==> src/rtl/fetch_pc_unit.sv <==
// fetch_pc_unit: program counter and instruction-fetch front end with a decode-side FIFO
//   clk, reset        : clock and synchronous active-high reset
//   redirect_valid/pc : flush the fetch path and restart at redirect_pc (word aligned)
//   imem_req/addr     : fetch request to a 1-cycle-latency instruction memory
//   imem_rdata        : instruction returned one cycle after imem_req
//   out_valid/ready   : head of FIFO offered to decode, {out_pc, out_instr}
//   occupancy         : number of buffered entries
module fetch_pc_unit #(
   parameter int XLEN = 32,
   parameter logic [XLEN-1:0] RESET_VECTOR = '0,
   parameter int DEPTH = 4,
   localparam int CW = $clog2(DEPTH + 1)
) (
   input  logic            clk,
   input  logic            reset,
   input  logic            redirect_valid,
   input  logic [XLEN-1:0] redirect_pc,
   output logic            imem_req,
   output logic [XLEN-1:0] imem_addr,
   input  logic [31:0]     imem_rdata,
   output logic            out_valid,
   input  logic            out_ready,
   output logic [XLEN-1:0] out_pc,
   output logic [31:0]     out_instr,
   output logic [CW-1:0]   occupancy
);
   localparam int PW = (DEPTH > 1) ? $clog2(DEPTH) : 1;
   localparam logic [CW:0] DEPTH_C = (CW + 1)'(DEPTH);
   localparam logic [PW-1:0] LAST = PW'(DEPTH - 1);

   logic [XLEN-1:0] fetch_pc_q, fetch_pc_d, inflight_pc_q, inflight_pc_d;
   logic            inflight_q, inflight_d;
   logic [PW-1:0]   rd_ptr_q, rd_ptr_d, wr_ptr_q, wr_ptr_d;
   logic [CW-1:0]   count_q, count_d;
   logic [XLEN-1:0] fifo_pc_q [DEPTH];
   logic [XLEN-1:0] fifo_pc_d [DEPTH];
   logic [31:0]     fifo_instr_q [DEPTH];
   logic [31:0]     fifo_instr_d [DEPTH];
   logic            push, pop;
   logic            unused_redirect_lsbs;

   assign unused_redirect_lsbs = ^redirect_pc[1:0];

   // Credits include the in-flight request, so the FIFO can never overflow.
   assign imem_req  = !reset && !redirect_valid &&
                      (({1'b0, count_q} + (CW + 1)'(inflight_q)) < DEPTH_C);
   assign imem_addr = fetch_pc_q;
   assign out_valid = count_q != '0;
   assign out_pc    = out_valid ? fifo_pc_q[rd_ptr_q] : '0;
   assign out_instr = out_valid ? fifo_instr_q[rd_ptr_q] : '0;
   assign occupancy = count_q;
   assign push      = inflight_q && !redirect_valid;
   assign pop       = out_valid && out_ready;

   always_comb begin
      fifo_pc_d    = fifo_pc_q;
      fifo_instr_d = fifo_instr_q;
      if (push) begin
         fifo_pc_d[wr_ptr_q]    = inflight_pc_q;
         fifo_instr_d[wr_ptr_q] = imem_rdata;
      end
      wr_ptr_d      = push ? ((wr_ptr_q == LAST) ? '0 : wr_ptr_q + 1'b1) : wr_ptr_q;
      rd_ptr_d      = pop ? ((rd_ptr_q == LAST) ? '0 : rd_ptr_q + 1'b1) : rd_ptr_q;
      count_d       = count_q + CW'(push) - CW'(pop);
      inflight_d    = imem_req;
      inflight_pc_d = imem_req ? fetch_pc_q : inflight_pc_q;
      fetch_pc_d    = imem_req ? fetch_pc_q + XLEN'(4) : fetch_pc_q;
      // A redirect drops buffered and arriving instructions; a same-cycle pop is still taken.
      if (redirect_valid) begin
         wr_ptr_d   = '0;
         rd_ptr_d   = '0;
         count_d    = '0;
         fetch_pc_d = {redirect_pc[XLEN-1:2], 2'b00};
      end
   end

   always_ff @(posedge clk) begin
      if (reset) begin
         fetch_pc_q    <= RESET_VECTOR;
         inflight_q    <= 1'b0;
         inflight_pc_q <= '0;
         rd_ptr_q      <= '0;
         wr_ptr_q      <= '0;
         count_q       <= '0;
      end else begin
         fetch_pc_q    <= fetch_pc_d;
         inflight_q    <= inflight_d;
         inflight_pc_q <= inflight_pc_d;
         rd_ptr_q      <= rd_ptr_d;
         wr_ptr_q      <= wr_ptr_d;
         count_q       <= count_d;
      end
   end

   // Storage needs no reset: entries are only visible while count is nonzero.
   always_ff @(posedge clk) begin
      fifo_pc_q    <= fifo_pc_d;
      fifo_instr_q <= fifo_instr_d;
   end
endmodule

==> config.mk <==
export PLATFORM = sky130hd
export DESIGN_NAME = fetch_pc_unit
export DESIGN_NICKNAME = d
export VERILOG_FILES = /design/src/rtl/fetch_pc_unit.sv
export SDC_FILE = /design/constraint.sdc
export NUM_CORES = 1
export LEC_CHECK = 0
export BUFFER_PORTS_ARGS = -buffer_cell sky130_fd_sc_hd__buf_2
export CELL_PAD_IN_SITES_DETAIL_PLACEMENT = 0
export CELL_PAD_IN_SITES_GLOBAL_PLACEMENT = 1
export CORE_ASPECT_RATIO = 1.5
export CORE_MARGIN = 4
export CORE_UTILIZATION = 52
export CTS_CLUSTER_DIAMETER = 100
export CTS_CLUSTER_SIZE = 40
export DETAILED_ROUTE_END_ITERATION = 7
export PLACE_DENSITY = 0.85
export SLEW_MARGIN = 20
export SYNTH_ARGS = -nofsm -noshare
export SYNTH_HDL_FRONTEND = slang
export SYNTH_SLANG_ARGS = --single-unit
==> constraint.sdc <==
create_clock -name clk -period 8.4 [get_ports clk]
set_clock_uncertainty 0.2 [all_clocks]
set_input_delay 0.84 -clock clk [delete_from_list [all_inputs] [get_ports clk]]
set_output_delay 0.84 -clock clk [all_outputs]
set_load 0.1 [all_outputs]
# Word level (Yosys, flattened, before mapping)
# Index checks and enable logic that the tools add are counted.
[totals]
reg_bits = 328
word_cells = 55
[classes]
add_sub_neg = 6
order_cmp = 4
eq_ne = 2
muxes = 16
bitwise = 2
reduce_logical = 10
[ops]
columns = ["operator", "n"]
rows = [
  ["two-way mux 32 bit", 9],
  ["bitwise mux 128 bit", 2],
  ["binary-select mux 32 bit (select 2 bit)", 2],
  ["demux 32 bit (select 2 bit)", 1],
  ["adder 32 x 3 -> 32 bit (second input constant)", 1],
  ["greater-or-equal comparator 3 bit (second input constant)", 2],
  ["inverter 2 -> 3 bit", 2],
  ["logical AND 1 bit", 5],
  ["adder 2 x 1 -> 2 bit (second input constant)", 2],
  ["adder 3 x 1 -> 4 bit", 1],
  ["equality test 2 bit (second input constant)", 2],
  ["< comparator 4 x 3 -> 1 bit (second input constant)", 1],
  ["two-way mux 2 bit", 2],
  ["adder 3 x 1 -> 3 bit", 1],
  ["< comparator 3 x 1 -> 1 bit (second input constant)", 1],
  ["nonzero test 3 bit", 1],
  ["subtractor 3 x 1 -> 3 bit", 1],
  ["logical NOT 1 bit", 2],
  ["nonzero test 2 bit", 1],
  ["OR reduction 2 bit", 1],
]

# Depth between registers and ports, before layout
# Gate-level depths: netlist (run 1).
[depth]
ltp_word = 6
depth_mapped = 10
mapped_depth_nobuf = 9

# Worst setup path after synthesis (run 1)
# No wires, ideal clock.
[synth_path]
kind = "register to output"
from = "reg count_q[1] (netlist: occupancy[1])"
to = "out out_instr[22]"
t_arrival_ns = 3.314
required_ns = 7.360
setup_slack_ns = 4.046
stages_incl_launch_ff = 5
path_cell_list = "dfxtp_1 -> or3_1 -> clkbuf_1 -> clkbuf_1 -> and2_1"
[synth_between]
elab_chain_len = 2
[synth_lines]
columns = ["element", "line", "rtl"]
rows = [
  ["start: declaration", "34", "logic [CW-1:0] count_q, count_d;"],
  ["start signal: assignment", "91", "count_q <= count_d;"],
  ["nonzero test 3 bit", "48", "assign out_valid = count_q != '0;"],
  ["net out_valid", "21", "output logic out_valid,"],
  ["two-way mux 32 bit", "50", "assign out_instr = out_valid ? fifo_instr_q[rd_ptr_q] : '0;"],
  ["end: declaration", "24", "output logic [31:0] out_instr,"],
]
# The timed path passes the listed nets, and every way through them passes these cells.

# Worst setup path in the final report (run 1)
[layout_path]
from = "reg count_q[1] (netlist: occupancy[1])"
to = "out imem_req"
[layout_between]
elab_chain_len = 3
[layout_lines]
columns = ["element", "line", "rtl"]
rows = [
  ["adder 3 x 1 -> 4 bit", "46", "(({1'b0, count_q} + (CW + 1)'(inflight_q)) < DEPTH_C);"],
  ["< comparator 4 x 3 -> 1 bit", "46", ""],
  ["logical AND 1 bit", "45", "assign imem_req = !reset && !redirect_valid &&"],
  ["end: declaration", "18", "output logic imem_req,"],
]
# No other way between the ends.

==> summary.md, run 1 <==
| Metric | Value |
|---|---|
| Vias per Instance | 5.48 |
| Sw Share | 0.268 |
| CTS Buf Count | 11 |
| Worst setup SP type | register |
| Crit path max fanout | 34 |
| Die W | 136 um |
| Vias in the first global route | 6981 |
| Grt total ovfl | 0 |
| Final Max Tran Viols | 0 |
| Seq/Total Area, Yosys | 0.692 |
| Met3 WL | 1140 um |
| Fin crit share | 0.512 |
| CTS tree | yes |
| Synth Warn # | 0 |
| Placer congestion estimate | 0.764 |
| Total Routing Usage GR | 0.177 |
| Final setup viols | 0 |
| Post-synth EDFFs | 248 |
| FF+latch count, synth | 316 |
| Avg Cell Area, Syn | 16.1 sq um |
| HPWL Detailed | 14700 um |
| Max Clk Rate | 233 MHz |
| # resized after CTS | 0 |
| Die Area | 27100 sq um |
| Starting Density | 0.532 |
| Slew headroom | 0.343 |
| Final Hold Fails | 0 |
| Worst-path clk slew | 140 ps |
| CTS Hold Bufs | 0 |
| P_sw | 0.754 mW |
| Wirelength per Cell | 19.2 um |
| Critical path class | register to primary output |
| Static Leakage | 4.88 nW |
| Yosys cell types | 51 |
| Drt pass-1 iters | 4 |
| Largest net degree at the start of global routing | 65 |
| WP data arrival | 3260 ps |
| Crit path capture type | primary output |
| Clk root buf | clkbuf_16 |
| Vias after detailed routing | 6836 |
| Minimum clock period | 4300 ps |
| Top FF cell, synth | edfxtp_1 |
| Hold Crit Class | register to register |
| FFs w/ async S/R, synth | 0 |
| Slew @ Worst Pin | 985 ps |
| Clock Path Buffers | 3 |
| Number of buffers inserted by port buffering | 162 |
| Share of cells above drive strength 1 | 0.294 |
| Worst hold slack | 309 ps |
| Sum Neg Setup Slack | 0 ps |
| DR top layer | met4 |
| Area delta synth->final | 10.9% |
| Wl on met1 | 9720 um |
| Met2 wire length | 12600 um |
| # diodes | 0 |
| FP Rows | 69 |
| H-tree depth | 1 |
| Clock power frac | 0.249 |
| DR DRC count | 0 |
| Core area | 23900 sq um |
| Synth Instances | 790 |
| Status | completed |
| Clk sinks | 316 |
| Clock latency on the worst-skew pair | 490 ps |
| Drt total wl | 23900 um |
| Worst ir drop on vdd | 132 uV |
| First-pass GRT wire length | 37500 um |
| Initial DRC count | 360 |
| Sequential fraction of design power | 0.617 |
| Pwr per Cell Area | 200 nW/um^2 |
| Total setup buffers inserted after CTS | 0 |
| RSZ-0062 raised after global routing | false |
| Most common cell after layout, fill and taps aside | edfxtp_1 |
| Top Ports | 169 |
| Max_cap viols | 0 |
| Commonest non-fill, non-tap cells in the layout | 248 x edfxtp_1, 162 x buf_2, 77 x nand2_1, 66 x dfxtp_1, 64 x and2_1 |
| WP data required | 7360 ps |
| Final net count | 1002 |
| Post-route ant nets | 0 |
| Comb power frac | 0.135 |
| Internal power | 2.06 mW |
| Initial antenna violation count | 0 |
| Synthesized cell area | 12700 sq um |
| Chip height | 200 um |
-- power by group through the flow --
stage / combinational (mW) / sequential (mW) / clock [mW]
3_5_place_dp: 0.383 / 1.77 / 0
2_1_floorplan: 0.236 / 1.84 / 0
5_1_grt: 0.398 / 1.74 / 0.771
3_3_place_gp: 0.381 / 1.77 / 0
6_report: 0.379 / 1.74 / 0.701
4_1_cts: 0.384 / 1.74 / 0.725
-- flip-flops by register name, summed over array words and instances, names as in the netlist --
name,flops
rd_ptr_q,2
imem_addr,30
occupancy,3
inflight_pc_q,30
fifo_instr_q,128
fifo_pc_q,120
wr_ptr_q,2
inflight_q,1
-- logic make-up (layout without fill, tap and decap cells) --
group,after synthesis,in the layout,synth area share
flip-flops,316,316,0.692
AND/OR/NAND/NOR,245,245,0.112
AO/OA/AOI/OAI,70,70,0.0362
multiplexers,64,64,0.111
buffers and inverters,62,197,0.0222
XOR/XNOR,22,22,0.0151
adder cells (fa/ha/maj),10,10,0.0104
other,1,4,0.000295
-- critical path, cell delays in order, from the launching register on --
cell and delay (ps):
dfxtp_1 380, ha_1 230, nor3_1 300, a211oi_4 80, buf_4 290, nand2b_1 220, inv_1 690, buf_2 570
-- cell type report --
class,instances,area (sq um)
inverters,12,45.0
clock inverters,1,30.0
clock buffers,16,294
fillers,1899,9810
repair buffers,168,856
flip-flops and latches,316,8820
well taps,319,399
multi-input cells,415,3670
-- path summary, 6_finish.rpt --
check | endpoint | slack, ps | depth (start not counted) | startpoint
min reg2reg | inflight_pc_q[13] | 310 | 2 | inflight_pc_q[13]
max | imem_req | 4100 | 7 | occupancy[1]
max reg2reg | inflight_pc_q[8] | 5560 | 8 | occupancy[1]
min | inflight_pc_q[13] | 310 | 2 | inflight_pc_q[13]
-- routing by layer --
layer / vias up / global-route usage
met2: 159 / 0.320
met3: 19 / 0.0237
met1: 3417 / 0.230
met4: 0 / 0.0374
met5: - / 0
li1: 3241 / -
-- Yosys cell counts (3+ instances only) --
master / n / share of area
inv_1: 12 / 0.0035
a311oi_1: 3 / 0.0021
a2111oi_1: 3 / 0.0024
edfxtp_1: 248 / 0.59
nand4_1: 5 / 0.0025
clkbuf_1: 30 / 0.0088
nor4_2: 5 / 0.0049
ha_1: 9 / 0.0088
a211oi_1: 18 / 0.011
nor2_1: 34 / 0.010
xnor2_1: 21 / 0.014
and4_1: 3 / 0.0021
nor2b_1: 5 / 0.0025
nor4_4: 3 / 0.0050
buf_2: 13 / 0.0051
nor3_1: 16 / 0.0063
buf_4: 4 / 0.0024
and3_1: 4 / 0.0020
dfxtp_1: 68 / 0.11
mux4_2: 62 / 0.11
and2_1: 64 / 0.031
a21oi_1: 37 / 0.015
and4_4: 3 / 0.0027
nand3_1: 6 / 0.0024
o21ai_0: 3 / 0.0012
or3_1: 4 / 0.0020
nand2_1: 77 / 0.023
-- through the flow --
step | instance area [sq um] | util | cells | setup slack [ps] | total power [mW]
floorplan | 12700 | - | 793 | 4050 | 2.08
global placement | 13800 | 0.576 | 1230 | 4440 | 2.15
detailed placement | 13800 | 0.576 | 1230 | 4400 | 2.16
CTS | 14100 | 0.590 | 1247 | 4030 | 2.85
global route | 14100 | 0.590 | 1247 | 3850 | 2.91
finish | 14100 | 0.590 | 1247 | 4100 | 2.82
Power figures use the tool's default switching activity.
==> run 2, diff against run 1 <==
Settings changed: CORE_UTILIZATION 52 to 48, PLACE_DENSITY 0.85 to 0.79.
Clock period 8.4 ns to 4.4 ns, I/O delays scaled along.
==> run 2 against run 1 <==
Against the previous run: global-route usage fell by 0.62 points; utilization fell by 2.6 points; wire length rose by 3.7%; worst setup slack got worse by 3200 ps; via count rose by 2.6%; clock power rose by 91%; worst hold slack got worse by 290 ps; non-clock buffer count rose by 50; die area rose by 7.9%; combinational power rose by 100%; sequential cell count did not move; critical path depth rose by 1; critical path type unchanged.
==> summary.md, run 2 (same netlist as run 1, synthesis figures left out) <==
| Metric | Value |
|---|---|
| Fin crit share | 0.789 |
| Static Leakage | 5.10 nW |
| Initial antenna violation count | 0 |
| Slew @ Worst Pin | 999 ps |
| H-tree depth | 1 |
| Die Area | 29200 sq um |
| Wirelength per Cell | 18.9 um |
| HPWL Detailed | 15100 um |
| Drt total wl | 24800 um |
| Worst hold slack | 19.7 ps |
| Final setup viols | 0 |
| Endpoint, Worst Hold | imem_addr[27] |
| Vias in the first global route | 7302 |
| Starting Density | 0.490 |
| Worst setup SP type | register |
| Fill count | 2107 |
| DR DRC count | 0 |
| Total Routing Usage GR | 0.171 |
| # resized after CTS | 0 |
| Vias per Instance | 5.35 |
| Worst-path clk slew | 140 ps |
| Commonest non-fill, non-tap cells in the layout | 248 x edfxtp_1, 162 x buf_2, 77 x nand2_1, 66 x dfxtp_1, 64 x and2_1 |
| Final Hold Fails | 0 |
| Critical path class | register to primary output |
| Worst Reg-to-Reg Cells | 9 |
| Crit path max fanout | 34 |
| Number of buffers inserted by port buffering | 162 |
| Share of cells above drive strength 1 | 0.281 |
| Final net count | 1052 |
| Max Clk Rate | 288 MHz |
| Post-route ant nets | 0 |
| Top Ports | 169 |
| CTS Buf Count | 11 |
| Worst ir drop on vdd | 241 uV |
| Core Util, Final | 0.564 |
| Hold path startpoint | redirect_pc[27] |
| First-pass GRT wire length | 39800 um |
| Top flop regs | fifo_instr_q x128, fifo_pc_q x120 |
| Vias after detailed routing | 7011 |
| Largest net degree at the start of global routing | 65 |
| WP data arrival | 2830 ps |
| Worst hold path depth | 3 |
| Core area | 25900 sq um |
| Top reg by flops | fifo_instr_q |
| CTS tree | yes |
| Clk root buf | clkbuf_16 |
| Die W | 141 um |
| Max_cap viols | 0 |
| Final Max Tran Viols | 0 |
| Area delta synth->final | 15.0% |
| Slew headroom | 0.334 |
| Placer congestion estimate | 0.728 |
| Drt pass-1 iters | 4 |
| Chip height | 207 um |
| FP Rows | 72 |
| Crit path capture type | primary output |
| Initial DRC count | 246 |
| Clk sinks | 316 |
| Hold Crit Class | primary input to register |
| Max reg flops | 128 |
| # diodes | 0 |
| CP startpoint | occupancy[1] |
| Minimum clock period | 3470 ps |
| R2R Setup Slk | 1500 ps |
| Grt total ovfl | 0 |
| Status | completed |
| Reg2reg start | occupancy[1] |
| Clock Path Buffers | 3 |
| Total setup buffers inserted after CTS | 0 |
| Clock latency on the worst-skew pair | 490 ps |
| Sum Neg Setup Slack | 0 ps |
| WP data required | 3760 ps |
| R2r endpoint | occupancy[2] |
| Most common cell after layout, fill and taps aside | edfxtp_1 |
| RSZ-0062 raised after global routing | false |
| Pwr per Cell Area | 370 nW/um^2 |
run 2: cell count changes in the layout (fill, tap and decap cells not counted):
cell / change
buf_4: +1
buf_12: +1
dlygate4sd3_1: +48
run 2: worst max-delay path by stage:
stage                          endpoint  cells after the start
after floorplan           out_instr[22]                      4
after global placement         imem_req                      8
after detailed placement       imem_req                      8
after CTS                      imem_req                      8
after global routing           imem_req                      8
final                          imem_req                      8
run 2: where the power goes:
part	internal, mW	switching (mW)
combinational	0.172	0.589
clock	0.536	0.800
sequential	3.26	0.0579
run 2: repair_timing:
action                                 in CTS  in global routing
hold buffers                               48                  0
endpoints found under the hold margin     144                  0
setup endpoints to repair                   0                  0
run 2: final cells by class:
| class | count | area, sq um | share of cell area |
|---|---|---|---|
| Inverter | 12 | 45.0 | 0.00308 |
| Clock inverter | 1 | 30.0 | 0.00205 |
| Tap cell | 333 | 417 | 0.0285 |
| Multi-Input combinational cell | 415 | 3670 | 0.251 |
| Sequential cell | 316 | 8820 | 0.602 |
| Timing Repair Buffer | 218 | 1360 | 0.0932 |
| Clock buffer | 16 | 294 | 0.0201 |
run 2: metrics by stage:
step | total power [mW] | cells | area, sq um | setup slack, ps
3_3_place_gp | 4.11 | 1246 | 13800 | 1450
4_1_cts | 5.47 | 1311 | 14600 | 893
6_report | 5.41 | 1311 | 14600 | 930
2_1_floorplan | 3.96 | 793 | 12700 | 446
3_5_place_dp | 4.12 | 1246 | 13800 | 1470
5_1_grt | 5.61 | 1311 | 14600 | 698
run 2: worst max-delay path, stage by stage (launching register included):
cell and delay, ps:
dfxtp_1 460, ha_1 200, nor3_1 70, a211oi_4 220
buf_4 450, nand2b_1 170, buf_4 340, inv_1 100
buf_2 310
run 2: layer usage:
| layer | part of all wire | GRT usage |
|---|---|---|
| met1 | 0.40 | 0.215 |
| met2 | 0.54 | 0.318 |
| met3 | 0.044 | 0.0212 |
| met4 | 0.012 | 0.0298 |
| met5 | 0 | 0 |
==> run 3, diff against run 2 <==
Clock period 4.4 ns to 3.45 ns, I/O delays scaled along.
==> run 3 against run 2 <==
Against the previous run: sequential share of layout area shrank 1.1 points; cell count is 1.8% higher; worst setup slack worse by 490 ps; power up 27%; sequential cell count is the same; non-clock buffer count up 23; count of clock-buffer cells in the layout is 1 higher; global-route usage grew 0.070 points; register-to-register slack worse by 620 ps; highest routed layer unchanged; critical path depth fell by 4.
==> summary.md, run 3 (same netlist as run 1, synthesis figures left out) <==
| Metric | Value |
|---|---|
| Status | completed |
| Fin crit share | 0.873 |
| Clk root buf | clkbuf_16 |
| Largest net degree at the start of global routing | 64 |
| Crit path max fanout | 23 |
| Vias in the first global route | 7426 |
| HPWL Detailed | 15700 um |
| Worst ir drop on vdd | 338 uV |
| Top flop regs | fifo_instr_q x128, fifo_pc_q x120 |
| Core Util, Final | 0.574 |
| Total setup buffers inserted after CTS | 0 |
| CP Cell Sequence | buf_12 -> mux4_2 -> and2_1 -> buf_2 |
| Vias per Instance | 5.32 |
| Most common cell after layout, fill and taps aside | edfxtp_1 |
| Starting Density | 0.490 |
| Wirelength per Cell | 18.7 um |
| Crit path buf inv count | 2 |
| Top Ports | 169 |
| CP Depth | 4 |
| Max incr delay on CP | 660 ps |
| Crit path capture type | primary output |
| Sum Neg Setup Slack | 0 ps |
| Clock Path Buffers | 3 |
| Die Area | 29200 sq um |
| Worst-path clk slew | 140 ps |
| H-tree depth | 1 |
| Placer congestion estimate | 0.728 |
| Minimum clock period | 3010 ps |
| Final net count | 1075 |
| Die W | 141 um |
| Top reg by flops | fifo_instr_q |
| Share of cells above drive strength 1 | 0.282 |
| Clock latency on the worst-skew pair | 500 ps |
| Worst setup SP type | register |
| Hold Crit Class | primary input to register |
| Static Leakage | 5.21 nW |
| Slew @ Worst Pin | 656 ps |
| Final setup viols | 0 |
| Max_cap viols | 0 |
| Vias after detailed routing | 7095 |
| Post-route ant nets | 0 |
| Clk sinks | 316 |
| PnR worst setup slack | 439 ps |
| Total Routing Usage GR | 0.171 |
| Slew headroom | 0.563 |
| Worst Reg-to-Reg Cells | 7 |
| Drt total wl | 24900 um |
| RSZ-0062 raised after global routing | false |
| CTS tree | yes |
| Worst hold path depth | 3 |
| Core area | 25900 sq um |
| Tot Pwr | 6.89 mW |
| Critical path class | register to primary output |
| # resized after CTS | 0 |
| Initial antenna violation count | 0 |
| CTS Buf Count | 11 |
| Max Clk Rate | 332 MHz |
| Commonest non-fill, non-tap cells in the layout | 248 x edfxtp_1, 162 x buf_2, 77 x nand2_1, 66 x dfxtp_1 |
| Chip height | 207 um |
| DR DRC count | 0 |
| Final Max Tran Viols | 0 |
| Area delta synth->final | 17.1% |
| Delay-heaviest family, CP | flip-flops |
| Number of buffers inserted by port buffering | 162 |
| Grt total ovfl | 0 |
| Drt pass-1 iters | 4 |
| FP Rows | 72 |
| Dpl ws | 915 ps |
| WP data required | 2900 ps |
| Pwr per Cell Area | 462 nW/um^2 |
| WP data arrival | 2470 ps |
| Critical path's slowest cell | dfxtp_4 |
| # diodes | 0 |
| First-pass GRT wire length | 40000 um |
| CTS Hold Bufs | 64 |
| Max reg flops | 128 |
| Final Hold Fails | 0 |
| Initial DRC count | 329 |
## run 3: changes by cell type in the layout (fill, tap and decap cells not counted), sizes merged
cell         before  now
bufinv            1    0
buf             170  177
clkbuf           16   17
dlygate4sd3      48   64
## run 3: tightest hold or removal path: stages
cell	delay, ps
buf_2	190
nand2_1	90
a21oi_1	50
## run 3: path summary, 6_finish.rpt
kind / from / end / slack, ps
max: rd_ptr_q[0] / out_instr[7] / 440
min: redirect_valid / imem_addr[2] / 20
min reg2reg: imem_addr[31] / inflight_pc_q[31] / 300
max reg2reg: occupancy[1] / imem_addr[3] / 880
## run 3: per-stage QoR
step / cells / hold WS [ps] / area [sq um]
global route: 1334 / 19.3 / 14900
CTS: 1334 / 7.88 / 14900
floorplan: 793 / 244 / 12700
finish: 1334 / 23.3 / 14900
detailed placement: 1253 / 285 / 13900
global placement: 1253 / 272 / 13900
## run 3: power breakdown
part           internal, mW  switching [mW]
clock network         0.654            1.02
logic                 0.235           0.752
registers              4.16          0.0745
total                  5.04            1.85
## run 3: routing by layer
| metal | vias up | wire length [um] | GRT usage |
|---|---|---|---|
| li1 | 3390 | - | - |
| met1 | 3528 | 10200 | 0.217 |
| met2 | 158 | 13400 | 0.318 |
| met3 | 19 | 986 | 0.0182 |
| met4 | 0 | 353 | 0.0338 |
| met5 | - | 0 | 0 |
## run 3: final cells by class
cell class	instances	area (sq um)
multi-input cells	415	3670
inverters	12	45.0
well taps	333	417
repair buffers	241	1640
clock buffers	17	319
fillers	2061	11000
flip-flops and latches	316	8820
